### config.mk
export PLATFORM = sky130hd
export DESIGN_NAME = fetch_queue_unit
export DESIGN_NICKNAME = d
export VERILOG_FILES = /design/src/rtl/fetch_queue_unit.sv
export SDC_FILE = /design/constraint.sdc
export NUM_CORES = 1
export LEC_CHECK = 0
export ABC_CLOCK_PERIOD_IN_PS = 5600
export CAP_MARGIN = 20
export CORE_AREA = 2 2 276 196
export CTS_CLUSTER_DIAMETER = 120
export CTS_CLUSTER_SIZE = 10
export DETAILED_ROUTE_END_ITERATION = 10
export DIE_AREA = 0 0 278 198
export HOLD_SLACK_MARGIN = 0.08
export SLEW_MARGIN = 20
export SYNTH_ARGS = -nofsm -noshare
export SYNTH_HDL_FRONTEND = slang
export SYNTH_SLANG_ARGS = --single-unit
### constraint.sdc
create_clock -name clk_i -period 5.6 [get_ports clk_i]
set_input_delay 0.84 -clock clk_i [delete_from_list [all_inputs] [get_ports clk_i]]
set_output_delay 0.84 -clock clk_i [all_outputs]
set_load 0.01 [all_outputs]
### src/rtl/fetch_queue_unit.sv
// Fetch stage with an I-cache request/response handshake, in-order in-flight PC tracking and a
// small PC/instruction queue toward decode. Redirects flush the queue and drop late responses.
module fetch_queue_unit #(
   parameter int unsigned         XLEN            = 32,
   parameter logic [XLEN-1:0]     RESET_PC        = 32'h1000,
   parameter logic [XLEN-1:0]     EXC_PC          = 32'h2000,
   parameter int unsigned         QDEPTH          = 4,
   parameter int unsigned         MAX_OUTSTANDING = 2
) (
   input  logic                       clk_i,
   input  logic                       rst_i,
   input  logic                       exc_occured_i,
   input  logic                       iret_i,
   input  logic [XLEN-1:0]            exc_return_pc_i,
   input  logic                       bp_error_i,
   input  logic                       alu_branch_i,
   input  logic                       alu_jumps_i,
   input  logic [XLEN-1:0]            alu_pc_jmp_i,
   input  logic [XLEN-1:0]            alu_pc_no_jmp_i,
   input  logic                       jal_i,
   input  logic [XLEN-1:0]            jal_pc_i,
   input  logic                       bp_taken_i,
   input  logic [XLEN-1:0]            bp_pred_pc_i,
   output logic                       ic_req_valid_o,
   output logic [XLEN-1:0]            ic_req_addr_o,
   input  logic                       ic_req_ready_i,
   input  logic                       ic_rsp_valid_i,
   input  logic [XLEN-1:0]            ic_rsp_data_i,
   output logic                       dec_valid_o,
   output logic [XLEN-1:0]            dec_pc_o,
   output logic [XLEN-1:0]            dec_instr_o,
   input  logic                       dec_ready_i,
   output logic [$clog2(QDEPTH):0]    q_count_o
);

   localparam int unsigned QAW = $clog2(QDEPTH);
   localparam int unsigned CW  = QAW + 1;
   localparam int unsigned OAW = (MAX_OUTSTANDING > 1) ? $clog2(MAX_OUTSTANDING) : 1;
   localparam int unsigned OCW = $clog2(MAX_OUTSTANDING + 1);
   localparam int unsigned SW  = ((CW > OCW) ? CW : OCW) + 1;
   localparam logic [OCW-1:0] MAX_O  = OCW'(MAX_OUTSTANDING);
   localparam logic [OAW-1:0] IF_LAST = OAW'(MAX_OUTSTANDING - 1);

   logic [XLEN-1:0] fetch_pc_q, fetch_pc_d;
   logic [XLEN-1:0] q_pc_q [QDEPTH];
   logic [XLEN-1:0] q_pc_d [QDEPTH];
   logic [XLEN-1:0] q_ins_q [QDEPTH];
   logic [XLEN-1:0] q_ins_d [QDEPTH];
   logic [QAW-1:0]  q_rd_q, q_rd_d, q_wr_q, q_wr_d;
   logic [CW-1:0]   count_q, count_d;
   logic [XLEN-1:0] if_pc_q [MAX_OUTSTANDING];
   logic [XLEN-1:0] if_pc_d [MAX_OUTSTANDING];
   logic [OAW-1:0]  if_rd_q, if_rd_d, if_wr_q, if_wr_d;
   logic [OCW-1:0]  out_q, out_d, drop_q, drop_d;

   logic            redirect, req_hs, pop, push;
   logic [XLEN-1:0] target;
   logic [SW-1:0]   credit;

   always_comb begin
      redirect = exc_occured_i | iret_i | bp_error_i | jal_i;
      if (exc_occured_i) begin
         target = EXC_PC;
      end else if (iret_i) begin
         target = exc_return_pc_i;
      end else if (bp_error_i) begin
         target = (alu_branch_i & alu_jumps_i) ? alu_pc_jmp_i : alu_pc_no_jmp_i;
      end else begin
         target = jal_pc_i;
      end

      // Entries already promised to the queue: occupied plus responses that will be kept.
      credit         = SW'(count_q) + SW'(out_q) - SW'(drop_q);
      ic_req_valid_o = !rst_i && !redirect && (out_q < MAX_O) && (credit < SW'(QDEPTH));
      ic_req_addr_o  = fetch_pc_q;
      req_hs         = ic_req_valid_o & ic_req_ready_i;

      dec_valid_o = (count_q != '0) && !redirect && !rst_i;
      dec_pc_o    = q_pc_q[q_rd_q];
      dec_instr_o = q_ins_q[q_rd_q];
      q_count_o   = rst_i ? '0 : count_q;
      pop         = dec_valid_o & dec_ready_i;
      push        = ic_rsp_valid_i && !redirect && (drop_q == '0);

      fetch_pc_d = fetch_pc_q;
      q_pc_d     = q_pc_q;
      q_ins_d    = q_ins_q;
      q_rd_d     = q_rd_q;
      q_wr_d     = q_wr_q;
      if_pc_d    = if_pc_q;
      if_rd_d    = if_rd_q;
      if_wr_d    = if_wr_q;
      drop_d     = drop_q;

      if (req_hs) begin
         if_pc_d[if_wr_q] = fetch_pc_q;
         if_wr_d          = (if_wr_q == IF_LAST) ? '0 : if_wr_q + OAW'(1);
         fetch_pc_d       = bp_taken_i ? bp_pred_pc_i : fetch_pc_q + XLEN'(4);
      end
      if (ic_rsp_valid_i) begin
         if_rd_d = (if_rd_q == IF_LAST) ? '0 : if_rd_q + OAW'(1);
         if (!redirect && (drop_q != '0)) begin
            drop_d = drop_q - OCW'(1);
         end
      end
      out_d = out_q + OCW'(req_hs) - OCW'(ic_rsp_valid_i);

      if (push) begin
         q_pc_d[q_wr_q]  = if_pc_q[if_rd_q];
         q_ins_d[q_wr_q] = ic_rsp_data_i;
         q_wr_d          = q_wr_q + QAW'(1);
      end
      if (pop) begin
         q_rd_d = q_rd_q + QAW'(1);
      end
      count_d = count_q + CW'(push) - CW'(pop);

      if (redirect) begin
         fetch_pc_d = target;
         q_rd_d     = '0;
         q_wr_d     = '0;
         count_d    = '0;
         drop_d     = out_q - OCW'(ic_rsp_valid_i);
      end
   end

   always_ff @(posedge clk_i) begin
      if (rst_i) begin
         fetch_pc_q <= RESET_PC;
         q_rd_q     <= '0;
         q_wr_q     <= '0;
         count_q    <= '0;
         if_rd_q    <= '0;
         if_wr_q    <= '0;
         out_q      <= '0;
         drop_q     <= '0;
      end else begin
         fetch_pc_q <= fetch_pc_d;
         q_rd_q     <= q_rd_d;
         q_wr_q     <= q_wr_d;
         count_q    <= count_d;
         if_rd_q    <= if_rd_d;
         if_wr_q    <= if_wr_d;
         out_q      <= out_d;
         drop_q     <= drop_d;
      end
   end

   // Storage needs no reset; validity is tracked by the counters and pointers.
   always_ff @(posedge clk_i) begin
      q_pc_q  <= q_pc_d;
      q_ins_q <= q_ins_d;
      if_pc_q <= if_pc_d;
   end

endmodule

==> key figures <==
Global route
  – Initial antenna violation count: 2
  – First-pass GRT wire length: 61.96 mm
  – Pin count of the biggest net entering global routing: 66
  – GRT overflow: 0
  – Vias in the first global route: 10.17k
  – GRT Overall Usage: 14.81%

Floorplanning
  – Core ar.: 52860 um2
  – DIE AREA: 55040 um2
  – Die X: 278 um
  – Row cnt: 71
  – Initial Util: 29.47%
  – Die H: 198 um
  – IO Count: 305

Worst setup path
  – Origin of the worst setup path: out_q[1]
  – R2R Setup Slk: 1240 ps
  – Nature of the critical path endpoint: output port
  – CP max FO: 7
  – Critical path class: reg2out
  – R2r startpoint: out_q[1]
  – Crit path to: ic_req_valid_o
  – FF-to-FF End: if_pc_q[25]
  – Worst Reg2Reg Path Length in Cells: 9
  – Arr. time, crit path: 3650 ps
  – Setup crit start kind: flop
  – Crit path required time: 4760 ps

Pwr
  – Switching Share: 21.27%
  – Combinational Power Share: 7.9%
  – Power Internal: 4.634 mW
  – Clock power share: 40.8%
  – Pleak: 6.663 nW
  – Flop pwr share: 51.3%
  – IR drop worst, VDD: 0.1467 mV
  – P_sw: 1.252 mW
  – PD cells: 286.4 nW/um2

Cells and area
  – Design area: 20550 um2
  – Ratio of cells with drive above 1 in the final layout: 13.49%
  – Fin nets: 1514
  – Antenna cells: 0
  – Syn-to-layout area delta: 31.96%

Logic synthesis
  – EDFF count, synth: 320
  – Syn Area/Cell: 15.70 um2
  – Count leader, synth: edfxtp_1
  – Cell Area, Synth: 15580 um2
  – Cells after Synth: 992
  – Post-synth net total: 1212
  – Async set-reset flop share out of synthesis: 0%
  – Yosys top cell by area: edfxtp_1
  – Synth top area cells: edfxtp_1 (62%), mux4_2 (9.3%), dfxtp_1 (5.8%)
  – Synthesis Warnings: 0
  – Most frequent cells after synthesis: edfxtp_1 (320), nor2_1 (65), mux4_2 (64)
  – Top FF cell, synth: edfxtp_1
  – Synth top area share: 61.69%
  – Post-synthesis sequential area ratio: 67.48%
  – Count of cell types in the netlist: 67
  – Post-synthesis register bit count: 365

Placement
  – HPWL after DPL: 27.70 mm
  – Placement Setup Slack: 1241 ps
  – DP Area: 19320 um2
  – I/O Buffers: 304
  – Gpl congestion: 0.8918

Drt
  – Vias per cell: 4.939
  – TritonRoute pass-1 iters: 5
  – DRT iter0 DRCs: 728
  – Post-route ant nets: 0
  – Routed via count: 9902
  – Detailed Route WL: 41.39 mm
  – Residual DRC: 0
  – WL per Instance: 20.64 um

Timing
  – Final TNS setup: 0 ps
  – Clock Skew: 19.39 ps
  – Fmax: 0.2225 GHz
  – WHS: 500.6 ps
  – Final Hold Viols: 0
  – RSZ-0062 raised after global routing: false
  – Final setup margin: 1107 ps
  – Period minus WS final: 4493 ps
  – Setup-failing EPs final: 0
  – Rel. slew slack: 27.99%
  – Period utilization: 80.24%
  – Final Max Slew Viols: 0
  – Worst slew pin tran: 1080 ps

Hold path
  – Hold WC Path Type: reg2reg

Clock tree
  – H-tree levels: 2
  – Total CTS buffers: 42
  – Sink Count: 365
  – Clock Latency Late Sink: 530 ps
  – CTS max path bufs: 3
  – Clock slew at reported path FFs: 60 ps
  – CTS tree: done
  – CTS root buf: clkbuf_16
  – Setup Fix Bufs, Post-CTS: 0
  – Post-CTS resize count: 0
  – Hold buffers post-CTS: 0

Job
  – Max-Cap Viols: 0

Run status
  – Status: finished clean
==> stage by stage <==
stage / total power, mW / utilization, % / std cells
after floorplan: 3.272 / - / 992
after global placement: 3.532 / 36.56 / 1940
after detailed placement: 3.541 / 36.56 / 1940
after CTS: 5.968 / 38.75 / 2002
after global routing: 6.113 / 38.89 / 2005
final: 5.886 / 38.89 / 2005
==> cells by family (layout without fill, tap and decap cells) <==
family,Yosys count,in the layout,synth area share (%)
XOR/XNOR,19,19,1.068
adder cells (fa/ha/maj),16,16,1.382
AO/OA/AOI/OAI,195,195,8.643
buffers and inverters,79,399,2.225
flip-flops,365,365,67.48
AND/OR/NAND/NOR,203,203,6.418
multiplexers,115,115,12.79
==> sequential cells by signal, summed over array words and instances (netlist names) <==
name and cells:
q_ins_q 128, q_pc_q 128, if_pc_q 64, ic_req_addr_o 32, count_q 3, drop_q 2, out_q 2, q_rd_q 2
q_wr_q 2, if_rd_q 1, if_wr_q 1
==> layout by cell type (no fill, tap or decap), drive strengths merged, types with 11 or more instances in the layout <==
cell / instances
buf: 14
edfxtp: 320
mux2i: 19
a211oi: 20
nor2: 66
ha: 14
nand3: 18
mux2: 32
inv: 21
xnor2: 13
nand2: 50
a21oi: 51
and3: 13
mux4: 64
nor3: 12
clkdlybuf4s50: 303
and2: 11
clkbuf: 60
o21ai: 42
dfxtp: 45
==> power groups by stage <==
stage	sequential, mW	clock [mW]	combinational (mW)
3_5_place_dp	3.08	0	0.465
4_1_cts	3.02	2.48	0.468
3_3_place_gp	3.07	0	0.458
5_1_grt	3.02	2.59	0.503
2_1_floorplan	3.07	0	0.204
6_report	3.02	2.40	0.465
==> how the worst min path moves through the flow <==
stage / startpoint / to / slack [ps] / cells after the start
3_5_place_dp: q_wr_q[1] / q_wr_q[1] / 490 / 2
3_3_place_gp: q_wr_q[1] / q_wr_q[1] / 490 / 2
4_1_cts: q_wr_q[1] / q_wr_q[1] / 500 / 2
6_report: q_wr_q[1] / q_wr_q[1] / 500 / 2
5_1_grt: ic_req_addr_o[1] / if_pc_q[1] / 520 / 0
2_1_floorplan: q_wr_q[1] / q_wr_q[1] / 470 / 2
==> critical path: stages (launching register included) <==
cell and delay (ps):
dfxtp_1 410, inv_1 110, fa_1 520, inv_1 50, ha_1 310, and3b_1 200
or3_1 340, a221oi_4 430, and2_1 190, clkdlybuf4s50_1 560
==> metal layers <==
metal,up-vias,global-route usage [%],share of wire [%]
li1,4548,-,-
met3,56,3.410,5.7
met5,-,0,0.031
met1,5029,20.78,46
met4,2,3.023,1.4
met2,267,23.55,47
==> area by class of cell <==
cell class / count / area, um2
clock buffer: 60 / 1140
clock inverter: 2 / 16.27
fill: 4853 / 32300
inverter: 20 / 75.07
multi-input combinational: 548 / 4751
sequential: 365 / 10520
tap: 693 / 867.1
timing repair buffer: 317 / 3188
Note: power is estimated with default switching activity, not from simulation.
